===== config.mk =====
export PLATFORM = sky130hd
export DESIGN_NAME = uart_rx_fifo
export DESIGN_NICKNAME = d
export VERILOG_FILES = /design/src/rtl/uart_rx_fifo.sv
export SDC_FILE = /design/constraint.sdc
export NUM_CORES = 1
export LEC_CHECK = 0
export CAP_MARGIN = 20
export CORE_MARGIN = 5
export CORE_UTILIZATION = 55
export CTS_BUF_LIST = sky130_fd_sc_hd__clkbuf_16
export DETAILED_ROUTE_END_ITERATION = 6
export PLACE_DENSITY_LB_ADDON = 0.1
export SLEW_MARGIN = 10
export SYNTH_ARGS = -nofsm -noshare
export SYNTH_HDL_FRONTEND = slang
export SYNTH_SLANG_ARGS = --single-unit

===== constraint.sdc =====
create_clock -name clk -period 3.09 [get_ports clk]
set_input_delay 0.7725 -clock clk [delete_from_list [all_inputs] [get_ports clk]]
set_output_delay 0.7725 -clock clk [all_outputs]
set_load 0.005 [all_outputs]

===== src/rtl/uart_rx_fifo.sv =====
`timescale 1ns/1ps
// uart_rx_fifo: 8N1 UART receiver (mid-bit sampling, glitch/framing checks) feeding a first-word-fall-through byte FIFO.
// Define UART_RX_PARITY_EN for 8E1 frames with a parity_err pulse output.
module uart_rx_fifo #(
   parameter int CLK_CYCLES = 4167,
   parameter int CTR_WIDTH  = 16,
   parameter int DEPTH_LOG2 = 4
) (
   input  logic                  clk,
   input  logic                  rst_n,
   input  logic                  uart_rx,
   output logic [7:0]            data,
   output logic                  valid,
   input  logic                  pop,
   output logic [DEPTH_LOG2:0]   count,
   output logic                  framing_err,
`ifdef UART_RX_PARITY_EN
   output logic                  parity_err,
`endif
   output logic                  overrun
);
   localparam logic [CTR_WIDTH-1:0] HALF = CTR_WIDTH'(CLK_CYCLES / 2 - 1);
   localparam logic [CTR_WIDTH-1:0] FULL = CTR_WIDTH'(CLK_CYCLES - 1);
   typedef enum logic [2:0] {
      IDLE, START, DATA,
`ifdef UART_RX_PARITY_EN
      PARITY,
`endif
      STOP, WAIT_HIGH
   } state_t;
   state_t state, state_n;
   logic [1:0] sync;
   logic rxs, tick, push, ferr_n;
   logic [CTR_WIDTH-1:0] timer, timer_n;
   logic [2:0] idx, idx_n;
   logic [7:0] sh, sh_n;
`ifdef UART_RX_PARITY_EN
   logic par_bad, par_bad_n, perr_n;
`endif
   logic [7:0] mem [2**DEPTH_LOG2];
   logic [DEPTH_LOG2:0] wr, rd;
   logic full, do_pop, do_push;
   assign rxs = sync[1];
   assign tick = timer == '0;
   // next-state, bit timer and shift register; a sample is taken whenever the timer reads 0
   always_comb begin
      state_n = state;
      timer_n = tick ? FULL : timer - 1'b1;
      idx_n = idx;
      sh_n = sh;
      push = 1'b0;
      ferr_n = 1'b0;
`ifdef UART_RX_PARITY_EN
      par_bad_n = par_bad;
      perr_n = 1'b0;
`endif
      case (state)
         IDLE: if (!rxs) begin
            state_n = START;
            timer_n = HALF;
         end
         START: if (tick) begin
            state_n = rxs ? IDLE : DATA;
            idx_n = '0;
         end
         DATA: if (tick) begin
            sh_n = {rxs, sh[7:1]};
            idx_n = idx + 1'b1;
`ifdef UART_RX_PARITY_EN
            if (idx == 3'd7) state_n = PARITY;
`else
            if (idx == 3'd7) state_n = STOP;
`endif
         end
`ifdef UART_RX_PARITY_EN
         PARITY: if (tick) begin
            par_bad_n = rxs != ^sh;
            state_n = STOP;
         end
`endif
         STOP: if (tick) begin
            state_n = rxs ? IDLE : WAIT_HIGH;
            ferr_n = !rxs;
`ifdef UART_RX_PARITY_EN
            push = rxs && !par_bad;
            perr_n = par_bad;
`else
            push = rxs;
`endif
         end
         WAIT_HIGH: if (rxs) state_n = IDLE;
         default: state_n = IDLE;
      endcase
   end
   // synchronizer and receiver state registers
   always_ff @(posedge clk or negedge rst_n) begin
      if (!rst_n) begin
         sync <= 2'b11;
         state <= IDLE;
         timer <= '0;
         idx <= '0;
         sh <= '0;
         framing_err <= 1'b0;
`ifdef UART_RX_PARITY_EN
         par_bad <= 1'b0;
         parity_err <= 1'b0;
`endif
      end else begin
         sync <= {sync[0], uart_rx};
         state <= state_n;
         timer <= timer_n;
         idx <= idx_n;
         sh <= sh_n;
         framing_err <= ferr_n;
`ifdef UART_RX_PARITY_EN
         par_bad <= par_bad_n;
         parity_err <= perr_n;
`endif
      end
   end
   assign full = (wr ^ rd) == {1'b1, {DEPTH_LOG2{1'b0}}};
   assign valid = wr != rd;
   assign count = wr - rd;
   assign do_pop = pop && valid;
   assign do_push = push && (!full || do_pop);
   assign data = valid ? mem[rd[DEPTH_LOG2-1:0]] : '0;
   // FIFO storage; contents need no reset because data is masked while empty
   always_ff @(posedge clk) begin
      if (do_push) mem[wr[DEPTH_LOG2-1:0]] <= sh;
   end
   // FIFO pointers and sticky overrun flag
   always_ff @(posedge clk or negedge rst_n) begin
      if (!rst_n) begin
         wr <= '0;
         rd <= '0;
         overrun <= 1'b0;
      end else begin
         if (do_push) wr <= wr + 1'b1;
         if (do_pop) rd <= rd + 1'b1;
         if (push && full && !do_pop) overrun <= 1'b1;
      end
   end
endmodule


**Word-level counts from Yosys, hierarchy flattened**

Memories as Yosys holds them, arrays and structs flattened.
Cells that the tools add are included.

- Memories: 1
- Bits in writable memories: 128
- Logic and storage cells: 65
- Output and inout bits: 16
- Flip-flop bits (word level): 44

Memory list:

| name | depth | width | rd ports | clocked after Yosys merged registers in | wr ports | line | text |
|---|---|---|---|---|---|---|---|
| mem | 16 | 8 | 1 | 0 | 1 | 40 | `logic [7:0] mem [2**DEPTH_LOG2];` |

- Reductions and logical operators: 14
- Eq/ne operators: 13
- Muxes and demuxes: 22
- Add/sub/neg operators: 5
- Bitwise operators: 1

Operators with widths:

| operator | number |
|---|---|
| 16-bit two-way mux | 3 |
| 3-bit two-way mux | 9 |
| 16-bit logical NOT | 1 |
| 16-bit by 1-bit subtractor with 16-bit output, second input constant | 1 |
| 3-bit one-hot mux with 5 select lines | 1 |
| 2-bit inequality test, second input constant | 6 |
| 5-bit by 1-bit adder with 5-bit output, second input constant | 2 |
| 8-bit two-way mux | 1 |
| 3-bit by 2-bit == test with 1-bit output, second input constant | 2 |
| 3-bit == test, second input constant | 2 |
| 1-bit two-way mux | 6 |
| 3-bit one-hot mux with 2 select lines | 1 |
| 6-bit AND reduction | 1 |
| 5-bit == test, second input constant | 1 |
| 5-bit inequality test | 1 |
| 5-bit subtractor | 1 |
| 5-bit bitwise XOR | 1 |
| 1-bit logical AND | 4 |
| 3-bit by 1-bit adder with 3-bit output, second input constant | 1 |
| 3-bit by 1-bit == test with 1-bit output, second input constant | 1 |
| 1-bit logical NOT | 3 |
| 3-bit logical NOT | 1 |
| 3-bit AND reduction | 1 |
| 2-bit two-way mux | 1 |
| 3 further kinds | 3 |

**Logic depth before layout (Yosys ltp)**

- Depth after elaboration: 7
- Gate-level depth with buffers: 8
- Gate-level depth less buffers: 7

**Least setup slack after synthesis**

Ideal clock, no wire load.

- Kind: reg-to-reg
- Start: register rd[3]
- End: memory mem[2][0] (enable)
- Setup time: 0.383 ns
- Buffers on the path: 1
- Data arrival time: 2.771 ns
- Stages on the path, launching flop included: 8
- Data required time: 2.707 ns
- Period minus slack after synthesis: 3.155 ns
- Slack: -0.065 ns
- Path through: dfrtp_1 -> inv_2 -> buf_1 -> ha_1 -> nand4_1 -> nor3_1 -> or4_1 -> nor3_1

- Word-level cells in the longest chain between the ends: 7
- Elaborated cells between the ends (all ways): 9
- Classes of those cells: eq/ne (2); mux (2); bitwise (1); reduce/logical (4)

RTL lines:

| what | line | text |
|---|---|---|
| start, declared | 41 | `logic [DEPTH_LOG2:0] wr, rd;` |
| start signal, assigned | 139 | `if (do_pop) rd <= rd + 1'b1;` |
| 5-bit bitwise XOR | 121 | `assign full = (wr ^ rd) == {1'b1, {DEPTH_LOG2{1'b0}}};` |
| 5-bit == test | 121 |  |
| 1-bit logical NOT | 125 | `assign do_push = push && (!full \|\| do_pop);` |
| 1-bit logical OR (*) | 125 |  |
| 1-bit logical AND (*) | 125 |  |
| 1-bit two-way mux (*) | 129 | `if (do_push) mem[wr[DEPTH_LOG2-1:0]] <= sh;` |
| 1-bit two-way mux (implied by the code) (*) | 129 |  |
| end, declared | 40 |  |

Mark *: on every way between the ends. The rest lies on a longest branch, timed or not.

**Worst setup path in the final report**

- Start: register rd[0]
- End: output data[7]

- Word-level cells in the longest chain between the ends: 2
- Elaborated cells between the ends (all ways): 3
- Classes of those cells: eq/ne (1); mux (1); memory (1)

RTL lines:

| what | line | text |
|---|---|---|
| memory 16 x 8 bit or 5-bit inequality test (tied branches) | -- |  |
| 8-bit two-way mux (*) | 126 | `assign data = valid ? mem[rd[DEPTH_LOG2-1:0]] : '0;` |
| end, declared | 12 | `output logic [7:0] data,` |

Marked as above.

==> results_dict.tcl <==
set metrics [dict create \
    max_slew.worst_pin.slew_ps 755.4 \
    grt_max_degree 36 \
    io_pins 20 \
    cp-startpoint "rd[0]$_DFFE_PN0P_" \
    p_leak_uw 0.003334 \
    critPathMaxStageDelay_ps 470 \
    rrSetupSlack_ps 500 \
    syn-num-nets 444 \
    grt_pass1_wl_microns 22710 \
    setup_viol 0 \
    synthToLayoutAreaGrowth_pct 19.23 \
    tritoncts "done" \
    endpoint_kind "primary output" \
    final_core_utilization_pct 67.38 \
    slew_headroom_pct 49.17 \
    path_cells "buf_12, buf_16, buf_4, mux4_2, mux2i_4, o22ai_1, clkdlybuf4s15_1" \
    rows 41 \
    reg2reg_to "mem[2][2]$_DFFE_PP_" \
    setup.worst_path.start_class "register" \
    dp_hpwl_microns 9073 \
    wl_per_cell_microns 20.71 \
    cts_root_buffer "clkbuf_16" \
    hold_buffers 0 \
    port_buffers 19 \
    drive_above_1_share_pct 30.04 \
    hold_viol 0 \
    required_ps 2320 \
    skew_ps 8.825 \
    rsz0062_at_grt "no" \
    initial_core_util_pct 56.51 \
    h-tree-depth 4 \
    routed_wl_microns 14040 \
    slew_violations 0 \
    ant_nets 0 \
    power_density_mw_per_mm2 760.3 \
    period_needed_ps 3014 \
    track_usage_pct 19.45 \
    ys_async_sr_fraction_pct 25.58 \
    fmax_mhz 331.8 \
    multi_input_area_sq_mm 0.002178 \
    yosysWarningCount 0 \
    avgSynthCellArea_sq_um 16.84 \
    outcome "complete, no violations" \
    clockBufferDepth 2 \
    clock_sinks 172 \
    seq_area_sq_mm 0.004950 \
    netlist_area_sq_mm 0.007189 \
    die_area_sq_mm 0.01546 \
    wl_met3_microns 505 \
    ys_seq_area_share_pct 68.81 \
    finalCritPeriodShare_pct 97.53 \
    cts.reportedPaths.clkPinSlew_ps 70 \
    synth-edff-count 128 \
    cap_violations 0 \
    avgViaCountPerCell 5.768 \
    reg2reg_from "timer[0]$_DFF_PN0_" \
    ys.flop_type "edfxtp_1" \
    die_w_microns 124.3 \
    vdd_ir_drop_max_v 0.0004992 \
    n_fill_cell 915 \
    num_vias 3911 \
    grt_overflow 0 \
    place_congestion 0.8115 \
    grt_pass1_vias 4041 \
    drtPass1Iterations 4 \
    synth-seq-cells 172 \
    numCtsBuffers 17 \
    route.met2.wl_microns 6920 \
    slowest_stage "mux4_2" \
    antenna_found_initial 0 \
    synthDistinctLibCells 50 \
    insertedDiodeCount 0 \
    die_h_microns 124.3 \
    first_iter_violations 325 \
    worstPathArrival_ps 2240 \
    drcViolationCount 0 \
    drt-met1-wl_microns 6430 \
    top_layer_used "met4" \
    core-area_sq_mm 0.01272 \
    reg2reg_depth 7 \
    min_path_type "in2async" \
    path_class "reg2out" \
    setup-tns-final_ps 0 \
    fin_nets 510 \
    synthCells 427 \
    clk_latency_ps 430 \
    critPathMaxFanout 5 \
]
==> what timing repair did <==
item | CTS | global route
gates cloned | 2 | 0
buffers inserted | 11 | 1
endpoints found under the setup margin | 10 | 11
resized for setup | 27 | 21
pin swaps | 1 | 6
==> critical path, delay by kind of cell (launching register included) <==
family	cells	cell delay, ps
compound gates	1	110
mux	2	650
flops	1	440
buf+inv	4	630
==> synth_stat cells, types with 2 or more instances <==
library cell | n | share of area (%)
edfxtp_1 | 128 | 53
dfrtp_1 | 42 | 15
mux4_2 | 32 | 10
nor2_1 | 31 | 1.6
mux2i_1 | 16 | 2.2
xnor2_1 | 15 | 1.8
nand2_1 | 14 | 0.73
inv_1 | 13 | 0.68
ha_1 | 12 | 2.1
mux2_2 | 9 | 1.4
nand4_1 | 9 | 0.78
nor3_1 | 8 | 0.56
o22ai_1 | 8 | 0.70
a21oi_1 | 7 | 0.49
clkbuf_1 | 7 | 0.37
nand3_1 | 6 | 0.42
o31ai_1 | 6 | 0.63
xor2_1 | 6 | 0.73
buf_2 | 5 | 0.35
o21ai_0 | 5 | 0.35
buf_1 | 4 | 0.21
nand2b_1 | 3 | 0.26
nor4_1 | 3 | 0.26
or3_1 | 3 | 0.26
or4_1 | 3 | 0.31
a21o_1 | 2 | 0.21
and4_1 | 2 | 0.24
dfstp_2 | 2 | 0.73
nand3b_1 | 2 | 0.21
nor3_2 | 2 | 0.28
nor4_2 | 2 | 0.35
or2_2 | 2 | 0.17
==> cell usage in the layout (no fill, tap or decap), types with 5 or more instances in the layout <==
| cell type | instances |
|---|---|
| edfxtp_1 | 128 |
| dfrtp_1 | 40 |
| buf_4 | 36 |
| mux4_2 | 32 |
| nor2_1 | 31 |
| clkbuf_16 | 17 |
| xnor2_1 | 15 |
| inv_1 | 13 |
| nand2_1 | 11 |
| ha_1 | 11 |
| nand4_1 | 9 |
| mux2i_1 | 9 |
| mux2_2 | 9 |
| o22ai_1 | 8 |
| nor3_1 | 7 |
| clkdlybuf4s50_1 | 7 |
| xor2_1 | 6 |
| o31ai_1 | 6 |
| a21oi_1 | 6 |
| nand3_1 | 6 |
| mux2i_2 | 6 |
| buf_12 | 6 |
| o21ai_0 | 5 |
| clkinv_2 | 5 |
==> how the worst max path moves through the flow <==
stage,to,slack [ps]
2_1_floorplan,mem[6][0]$_DFFE_PP_,150
3_3_place_gp,data[3],220
3_5_place_dp,data[2],130
4_1_cts,data[5],-150
5_1_grt,data[7],4
6_report,data[7],80
==> report_power, final <==
part | internal [uW] | switching (uW) | total, uW
Sequential | 2500 | 49.7 | 2550
Clock | 1100 | 854 | 1960
Combinational | 1130 | 880 | 2010
==> cell type report <==
| type | count | share of cell area (%) |
|---|---|---|
| well taps | 172 | 2.511 |
| flip-flops and latches | 172 | 57.74 |
| inverters | 14 | 0.6130 |
| clock buffers | 17 | 4.963 |
| repair buffers | 64 | 7.313 |
| clock inverters | 15 | 1.445 |
| multi-input cells | 224 | 25.41 |
==> stage by stage <==
step                      cells  total power, uW  cell area [sq um]  hold slack, ps  worst slack (ps)
after floorplan             427             3607               7194           345.2             145.6
after global placement      632             4273               7776           347.0             222.7
after detailed placement    632             4294               7776           348.5             132.1
after CTS                   677             6580               8561           357.1            -145.9
after global routing        678             6846               8572           367.7             4.333
final                       678             6518               8572           356.0             76.41
==> state kept, by name (all words and copies together) (netlist names) <==
register     flops
wr               5
mem            128
rd               5
overrun          1
sync             2
framing_err      1
sh               8
timer           16
idx              3
state            3
==> metal layers <==
metal  GRT usage [%]  vias to the layer above
met2           30.82                       80
met5               0                        -
met1           26.67                     2012
met3           4.889                       14
met4           6.383                        0
li1                -                     1805
==> kinds of logic (layout without fill, tap and decap cells) <==
logic type      Yosys count  in the layout  share of synthesized area (%)
flops                   172            172                          68.81
simple gates             97             97                          7.501
mux                      57             57                          13.66
compound gates           36             36                          3.289
buf+inv                  31            110                          1.810
xor+xnor                 21             21                          2.558
fa+ha+maj                13             13                          2.367
Note: power is estimated with default switching activity, not from simulation.
